**src/rtl/io_input_ctrl.sv**
```systemverilog
// Input-port sequencer: 2-flop sync, per-port debounce FSM, committed registers, clear-on-read change status.
// Optional rise-edge capture registers are enabled with `define IO_INPUT_EDGE_EN.
module io_input_ctrl #(
    parameter int WIDTH      = 5,
    parameter int DEB_CYCLES = 4
) (
    input  logic        io_clk,
    input  logic        resetn,
    input  logic [31:0] in_port0,
    input  logic [31:0] in_port1,
    input  logic [31:0] addr,
    input  logic        rd_en,
    output logic [31:0] io_read_data,
    output logic [31:0] in_reg0,
    output logic [31:0] in_reg1,
    output logic        chg_irq
);
    localparam int CW = $clog2(DEB_CYCLES) + 1;

    typedef enum logic {
        IDLE,
        COUNT
    } state_t;

    logic [WIDTH-1:0] pin       [2];
    logic [WIDTH-1:0] sync1     [2];
    logic [WIDTH-1:0] sync2     [2];
    logic [WIDTH-1:0] cand      [2];
    logic [WIDTH-1:0] committed [2];
    logic [CW-1:0]    cnt       [2];
    state_t           state     [2];
    logic             chg_flag  [2];

    logic [5:0] word;
    logic       rd_status;
    logic       unused_bits;

    assign pin[0]      = in_port0[WIDTH-1:0];
    assign pin[1]      = in_port1[WIDTH-1:0];
    assign word        = addr[7:2];
    assign rd_status   = rd_en && (word == 6'd2);
    assign unused_bits = ^{in_port0, in_port1, addr};

`ifdef IO_INPUT_EDGE_EN
    logic [WIDTH-1:0] rise [2];
    logic [1:0]       rise_clr;
    assign rise_clr = {rd_en && (word == 6'd4), rd_en && (word == 6'd3)};
`endif

    for (genvar p = 0; p < 2; p++) begin : g_port
        always_ff @(posedge io_clk or negedge resetn) begin
            if (!resetn) begin
                sync1[p]     <= '0;
                sync2[p]     <= '0;
                cand[p]      <= '0;
                committed[p] <= '0;
                cnt[p]       <= '0;
                state[p]     <= IDLE;
                chg_flag[p]  <= 1'b0;
`ifdef IO_INPUT_EDGE_EN
                rise[p]      <= '0;
`endif
            end else begin
                sync1[p] <= pin[p];
                sync2[p] <= sync1[p];
                // Clears first so a commit on the same edge overrides them.
                if (rd_status) chg_flag[p] <= 1'b0;
`ifdef IO_INPUT_EDGE_EN
                if (rise_clr[p]) rise[p] <= '0;
`endif
                case (state[p])
                    IDLE: begin
                        if (sync2[p] != committed[p]) begin
                            cand[p]  <= sync2[p];
                            cnt[p]   <= '0;
                            state[p] <= COUNT;
                        end
                    end
                    COUNT: begin
                        if (sync2[p] == committed[p]) begin
                            state[p] <= IDLE;
                        end else if (sync2[p] != cand[p]) begin
                            cand[p] <= sync2[p];
                            cnt[p]  <= '0;
                        end else if (cnt[p] == CW'(DEB_CYCLES - 1)) begin
                            committed[p] <= cand[p];
                            chg_flag[p]  <= 1'b1;
`ifdef IO_INPUT_EDGE_EN
                            rise[p]      <= (rise_clr[p] ? '0 : rise[p]) | (cand[p] & ~committed[p]);
`endif
                            state[p]     <= IDLE;
                        end else begin
                            cnt[p] <= cnt[p] + 1'b1;
                        end
                    end
                endcase
            end
        end
    end

    assign in_reg0 = 32'(committed[0]);
    assign in_reg1 = 32'(committed[1]);

`ifdef IO_INPUT_EDGE_EN
    assign chg_irq = chg_flag[0] | chg_flag[1] | (|rise[0]) | (|rise[1]);
`else
    assign chg_irq = chg_flag[0] | chg_flag[1];
`endif

    always_comb begin
        io_read_data = '0;
        case (word)
            6'd0: io_read_data = in_reg0;
            6'd1: io_read_data = in_reg1;
            6'd2: io_read_data = {30'b0, chg_flag[1], chg_flag[0]};
`ifdef IO_INPUT_EDGE_EN
            6'd3: io_read_data = 32'(rise[0]);
            6'd4: io_read_data = 32'(rise[1]);
`endif
            default: ;
        endcase
    end
endmodule

```
**config.mk**
```make
export PLATFORM = sky130hd
export DESIGN_NAME = io_input_ctrl
export DESIGN_NICKNAME = d
export VERILOG_FILES = /design/src/rtl/io_input_ctrl.sv
export SDC_FILE = /design/constraint.sdc
export NUM_CORES = 1
export LEC_CHECK = 0
export CAP_MARGIN = 30
export CORE_ASPECT_RATIO = 1.75
export CORE_MARGIN = 3
export CORE_UTILIZATION = 31
export CTS_BUF_LIST = sky130_fd_sc_hd__clkbuf_4 sky130_fd_sc_hd__clkbuf_8 sky130_fd_sc_hd__clkbuf_16
export DETAILED_ROUTE_END_ITERATION = 10
export GPL_TIMING_DRIVEN = 1
export PLACE_DENSITY = 0.77
export SKIP_CTS_REPAIR_TIMING = 1
export SYNTH_ARGS = -nofsm -noshare
export SYNTH_HDL_FRONTEND = slang
export SYNTH_SLANG_ARGS = --single-unit
```
**constraint.sdc**
```tcl
create_clock -name io_clk -period 1.5 [get_ports io_clk]
set_input_delay 0.3 -clock io_clk [delete_from_list [all_inputs] [get_ports io_clk]]
set_output_delay 0.3 -clock io_clk [all_outputs]
set_load 0.03 [all_outputs]
```
# Word level (Yosys, flattened, before mapping)

Cells that the tools add are included.

Word-level logic and storage cells: 88
Register bits: 50
Output and inout bits: 97
Input port bits: 99

Bitwise operators: 7
Reduce and logical (&&, ||, !) cells: 8
Eq/ne operators: 18
$add $sub $neg: 2
Muxes and demuxes: 39

Operators with widths:

| operator            | count |
|---|---|
| $mux 5              | 6 |
| $mux 3              | 8 |
| $ne 5x5->1          | 4 |
| $pmux 5 s2          | 2 |
| $mux 1              | 18 |
| $pmux 5 s3          | 1 |
| $pmux 3 s2          | 2 |
| $reduce_and 3->1    | 4 |
| $eq 5x5->1          | 2 |
| $ne 2x2->1 const B  | 4 |
| $reduce_and 4->1    | 2 |
| $add 3x1->3 const B | 2 |
| $eq 3x2->1 const B  | 2 |
| $eq 6x1->1 const B  | 1 |
| $eq 6x2->1 const B  | 1 |
| $logic_not 6->1     | 1 |
| $ne 3x3->1 const B  | 2 |
| $not 1->1           | 6 |
| $ne 2x1->1 const B  | 2 |
| $pmux 1 s2          | 2 |
| $logic_and 1x1->1   | 1 |
| $or 1x1->1          | 1 |

# Longest topological paths before layout

Depth after elaboration: 7
Mapped depth: 5
Mapped depth without buffers: 5

# Worst setup path before layout

No wires, ideal clock.

Path kind: register -> register
Start: register committed (netlist bit in_reg1[0])
End: register committed (netlist bit in_reg1[0])
Arrival time: 1.598 ns
Clock period less this slack: 1.723 ns
Path slack: -0.223 ns
Cell stages (with the launch flop): 6
Path buffers: 0
Setup time: 0.125 ns
Required time: 1.375 ns
Cell sequence: dfrtp_1 > xor2_1 > nor3_1 > nand3_2 > nand3_2 > mux2_2

Longest elaborated chain between the ends: 3

RTL lines:

| element                           | line | source |
|---|---|---|
| from (decl)                       | 29   | `logic [WIDTH-1:0] committed [2];` |
| from (signal, indexed assignment) | 86   | `committed[p] <= cand[p];` |
| $eq 5x5->1                        | 80   | `if (sync2[p] == committed[p]) begin` |
| $not 1->1 (no line)               | --   |  |
| $reduce_and 4->1 (no line)        | --   |  |

Every way passes these cells.
A chain may end at the register's enable or synchronous reset.

# Final worst setup path

Start: register chg_flag[1] (netlist name)
End: output port io_read_data[0]

Longest elaborated chain between the ends: 1

RTL lines:

| element                           | line | source |
|---|---|---|
| from (decl)                       | 32   | `logic chg_flag [2];` |
| from (signal, indexed assignment) | 59   | `chg_flag[p] <= 1'b0;` |
| from (signal, indexed assignment) | 67   | `if (rd_status) chg_flag[p] <= 1'b0;` |
| from (signal, indexed assignment) | 87   | `chg_flag[p] <= 1'b1;` |
| $pmux 5 s3                        | 112  | `case (word)` |
| to (decl)                         | 13   | `output logic [31:0] io_read_data,` |

Every way passes these cells.

==> flow_results.org <==
** Outcome
- The flow ran to the end, but the final reports show violations.
- The checks that failed: hold timing, setup timing.

** Worst setup path
- STA puts the critical path data required time at approximately 1.2 ns.
- Critical-path maximum fanout :: 2
- Setup crit end kind :: output pin
- The worst register-to-register path ends at in_reg1[0].
- In this run the critical register-to-register path is launched from in_reg1[0].
- The worst register-to-register path has a depth of 5.
- Startpoint Class :: flip-flop
- Worst setup path category :: flip-flop to output pin
- For flop-to-flop paths, the worst setup slack is -0.13 ns.
- Arrival time worst endpoint :: about 1.4 ns

** Cells and area
- Nets :: between 300 and 400
- Cells with a size suffix above 1 make up 32.9% of the layout.
- Number of filler instances in the final layout :: about 740
- In the final layout, the multi-input gates occupy 1240 um^2.
- Measured on the finished design, the core utilization comes to 42.2%.
- P&R area growth vs syn :: 29.9%
- Area taken by flip-flops and latches :: about 1300 um^2
- Final instance area :: roughly 3400 um^2
- Antenna cells :: 0

** Die
- The region available for standard cell placement spans between 8000 and 9000 um^2.
- Row count :: 43
- Die Area :: between 9000 and 10,000 um^2
- Top Ports :: 196
- The floorplan step set the die height to approximately 130 um.
- In this run the horizontal extent of the chip is between 70 and 80 um.
- Initial core utilization :: 32.5%

** Synthesis
- In this run the cell area of the synthesized design comes to around 2600 um^2.
- Synthesis produced a netlist whose cell count is 227.
- Mean instance size in the synthesized netlist :: around 12 um^2
- After synthesis, flip-flops and latches occupy a little under half of the total area.
- Yosys mapped the design onto 26 distinct sky130hd cell types.
- The biggest area contributor in the post-synthesis netlist is sky130_fd_sc_hd__dfrtp_1.
- For this run, the number of Yosys warnings is 0.
- Of the post-synthesis cell area, the dominant cell type holds between 40% and 50%.
- Yosys attributes the largest share of cell area to sky130_fd_sc_hd__dfrtp_1 (47%), sky130_fd_sc_hd__buf_4 (23%), sky130_fd_sc_hd__mux2_2 (8.5%).
- Flip-flop and latch count after synthesis :: 50

** Detailed routing
- Remaining DRCs :: 0
- Overall via count from detail_route :: 1,563
- After detailed routing, the number of vias per cell comes to 3.84.
- The detail route stage leaves a number of antenna-violating nets equal to 0.
- In the final routed layout, each cell accounts on average for 11.4 um.
- DR pass1 iterations :: 2
- Number of DRC violations after detailed-routing iteration 0 :: 65
- Routed wire length :: ~4700 um

** Global routing
- Largest net degree at the start of global routing :: between 50 and 60
- Total global-route track usage :: just under 9%
- Antenna violations before repair :: 0
- Gr ovfl total :: 0
- The number of global-route vias before repair came to between 1,000 and 1,500.
- Wire length of the first global-routing pass :: between 6000 and 7000 um

** Placed design
- Half-perimeter wire length after placement :: 3320 um
- Buffers placed on the I/O ports in this run total 34.
- Placer Congestion :: about 0.7
- Once placement finished, the instance area stood at roughly 3000 um^2.

** Run
- Max cap viols :: 0

** Power and ir drop
- Fraction of power spent switching nets :: 28.2%
- Static leakage :: 0.00182 uW
- Gate power share :: between 15 and 20%
- The internal power of the cells totals between 2000 and 2500 uW.
- In this run, flip-flops and latches consume a little under half of the power.
- For this design the ratio of total power to cell area is 909 nW/um^2.
- Clock Power Share :: between 30 and 40%
- Maximum resistive drop on vdd :: between 0.4 and 0.5 mV
- Switching pwr :: between 800 and 900 uW

** STA
- Setup repair after global routing could not meet its margin everywhere.
- Total count of max-transition violations in the final report :: 0
- Total Neg Setup Slack :: -1.88 ns
- Across all setup checks in the final design, the least slack found is -0.199 ns.
- Setup violations remaining at the end of the flow were counted as 25.
- Final hold analysis gives a worst-case slack of -0.0117 ns.
- Dividing the final minimum period by the clock period gives 113%.
- Fin Clk Skew :: roughly 0.008 ns
- The worst path in the final design needs a cycle of between 1.5 and 2 ns, including I/O delays and setup.
- FMAX :: slightly below 600 MHz
- The final-report hold violation count was 12.

** Clocking
- In this run the clock root is driven by a sky130_fd_sc_hd__clkbuf_16.
- Clock-pin slew was measured on the worst setup and hold paths at ~0.060 ns.
- Clock sinks :: 50
- TritonCTS built the clock tree.
- Counting the buffers created by CTS gives 5.
- Deepest level of the CTS H-tree :: 2
- Clock Tree Buf Depth :: 2
- Clock latency of the later-clocked register in the worst-skew pair :: 0.28 ns

** Min path
- Kind of path behind the tightest hold check :: primary input to async pin
cell type report:
type | count | area share, %
clock buffer | 8 | 4.31
timing repair buffer | 62 | 18.1
tap | 112 | 4.09
multi-input combinational | 169 | 36.1
sequential | 50 | 36.7
inverter | 6 | 0.657
power groups by stage:
| stage | combinational (uW) | sequential [uW] | clock, uW |
|---|---|---|---|
| detailed placement | 508 | 1470 | 0 |
| finish | 558 | 1450 | 1110 |
| global route | 595 | 1450 | 1210 |
| global placement | 502 | 1460 | 0 |
| floorplan | 528 | 1460 | 0 |
| CTS | 510 | 1440 | 1140 |
flip-flops by register name (all words and copies together) (netlist names):
signal    flops
cnt           6
chg_flag      2
sync2        10
cand         10
state         2
in_reg1       5
in_reg0       5
sync1        10
worst max-delay path: stages (launching register included):
cell                      delay (ns)
sky130_fd_sc_hd__dfrtp_1        0.39
sky130_fd_sc_hd__buf_6          0.12
sky130_fd_sc_hd__mux2i_2        0.17
sky130_fd_sc_hd__nor2_1         0.09
sky130_fd_sc_hd__a21oi_2        0.15
sky130_fd_sc_hd__nor2_4         0.06
sky130_fd_sc_hd__buf_6          0.13
stage by stage:
stage,power [uW],cells,setup slack (ns)
6_report,3120,407,-0.199
5_1_grt,3260,407,-0.240
4_1_cts,3090,403,-0.429
3_5_place_dp,1980,395,-0.408
3_3_place_gp,1970,395,-0.366
2_1_floorplan,1990,307,-0.134
synthesized netlist by cell type:
library cell,number
sky130_fd_sc_hd__buf_4,81
sky130_fd_sc_hd__dfrtp_1,50
sky130_fd_sc_hd__mux2_2,20
sky130_fd_sc_hd__xnor2_1,10
sky130_fd_sc_hd__xor2_1,10
sky130_fd_sc_hd__mux2i_1,7
sky130_fd_sc_hd__nor2_1,7
sky130_fd_sc_hd__inv_1,6
sky130_fd_sc_hd__ha_1,4
sky130_fd_sc_hd__nand2_1,4
sky130_fd_sc_hd__nand3_2,4
sky130_fd_sc_hd__o22ai_1,4
sky130_fd_sc_hd__a21boi_0,2
sky130_fd_sc_hd__a21oi_1,2
sky130_fd_sc_hd__nand3b_1,2
sky130_fd_sc_hd__nand4_1,2
sky130_fd_sc_hd__nor3_1,2
sky130_fd_sc_hd__nor3_2,2
sky130_fd_sc_hd__clkbuf_1,1
sky130_fd_sc_hd__conb_1,1
sky130_fd_sc_hd__nand2b_1,1
sky130_fd_sc_hd__nand4b_1,1
sky130_fd_sc_hd__nor2b_1,1
sky130_fd_sc_hd__nor4_1,1
sky130_fd_sc_hd__or2_2,1
sky130_fd_sc_hd__or4_1,1
cells by family (layout without fill, tap and decap cells):
kind of cell | count (synthesis) | in the layout | share of synthesized area [%]
adder cells (fa/ha/maj) | 4 | 4 | 1.90
AND/OR/NAND/NOR | 29 | 29 | 6.83
AO/OA/AOI/OAI | 8 | 8 | 1.90
other | 1 | 81 | 0.142
buffers and inverters | 88 | 76 | 24.0
multiplexers | 27 | 27 | 11.2
flip-flops | 50 | 50 | 47.4
XOR/XNOR | 20 | 20 | 6.63
metal layers:
| metal | vias up | wire length [um] | track usage (%) |
|---|---|---|---|
| li1 | 716 | - | - |
| met1 | 736 | 1600 | 9.44 |
| met2 | 105 | 2500 | 15.5 |
| met3 | 6 | 466 | 1.18 |
| met4 | 0 | 85 | 5.25 |
| met5 | - | 0 | 0 |
worst max-delay path by stage:
stage | start | to | slack [ns] | cells after the start
after CTS | addr[7] | io_read_data[2] | -0.43 | 5
after global placement | addr[7] | io_read_data[0] | -0.37 | 4
after detailed placement | addr[7] | io_read_data[2] | -0.41 | 5
final | chg_flag[1] | io_read_data[0] | -0.20 | 6
after global routing | chg_flag[1] | io_read_data[0] | -0.24 | 6
after floorplan | in_reg1[1] | in_reg1[0] | -0.13 | 5
cells in the final DEF, fill, tap and decap left out, types with 2 or more instances in the layout:
| master | synthesis | routed |
|---|---|---|
| sky130_fd_sc_hd__conb_1 | 1 | 81 |
| sky130_fd_sc_hd__dfrtp_1 | 50 | 44 |
| sky130_fd_sc_hd__buf_4 | 81 | 21 |
| sky130_fd_sc_hd__dlymetal6s2s_1 | 0 | 16 |
| sky130_fd_sc_hd__mux2_2 | 20 | 15 |
| sky130_fd_sc_hd__clkdlybuf4s50_1 | 0 | 11 |
| sky130_fd_sc_hd__buf_6 | 0 | 11 |
| sky130_fd_sc_hd__xor2_1 | 10 | 9 |
| sky130_fd_sc_hd__xnor2_1 | 10 | 7 |
| sky130_fd_sc_hd__inv_1 | 6 | 6 |
| sky130_fd_sc_hd__dfrtp_2 | 0 | 6 |
| sky130_fd_sc_hd__mux2i_1 | 7 | 5 |
| sky130_fd_sc_hd__mux2_4 | 0 | 5 |
| sky130_fd_sc_hd__clkbuf_16 | 0 | 5 |
| sky130_fd_sc_hd__nor2_1 | 7 | 4 |
| sky130_fd_sc_hd__ha_1 | 4 | 4 |
| sky130_fd_sc_hd__xnor2_2 | 0 | 3 |
| sky130_fd_sc_hd__nand2_1 | 4 | 3 |
| sky130_fd_sc_hd__o22ai_2 | 0 | 3 |
| sky130_fd_sc_hd__clkbuf_4 | 0 | 3 |
| sky130_fd_sc_hd__a21oi_2 | 0 | 2 |
| sky130_fd_sc_hd__nor2_4 | 0 | 2 |
| sky130_fd_sc_hd__nand4_1 | 2 | 2 |
| sky130_fd_sc_hd__nor3_4 | 0 | 2 |
| sky130_fd_sc_hd__nor3_2 | 2 | 2 |
| sky130_fd_sc_hd__nand3_2 | 4 | 2 |
| sky130_fd_sc_hd__nand3_4 | 0 | 2 |
| sky130_fd_sc_hd__nand3b_1 | 2 | 2 |
| sky130_fd_sc_hd__buf_2 | 0 | 2 |
Power figures use the tool's default switching activity.
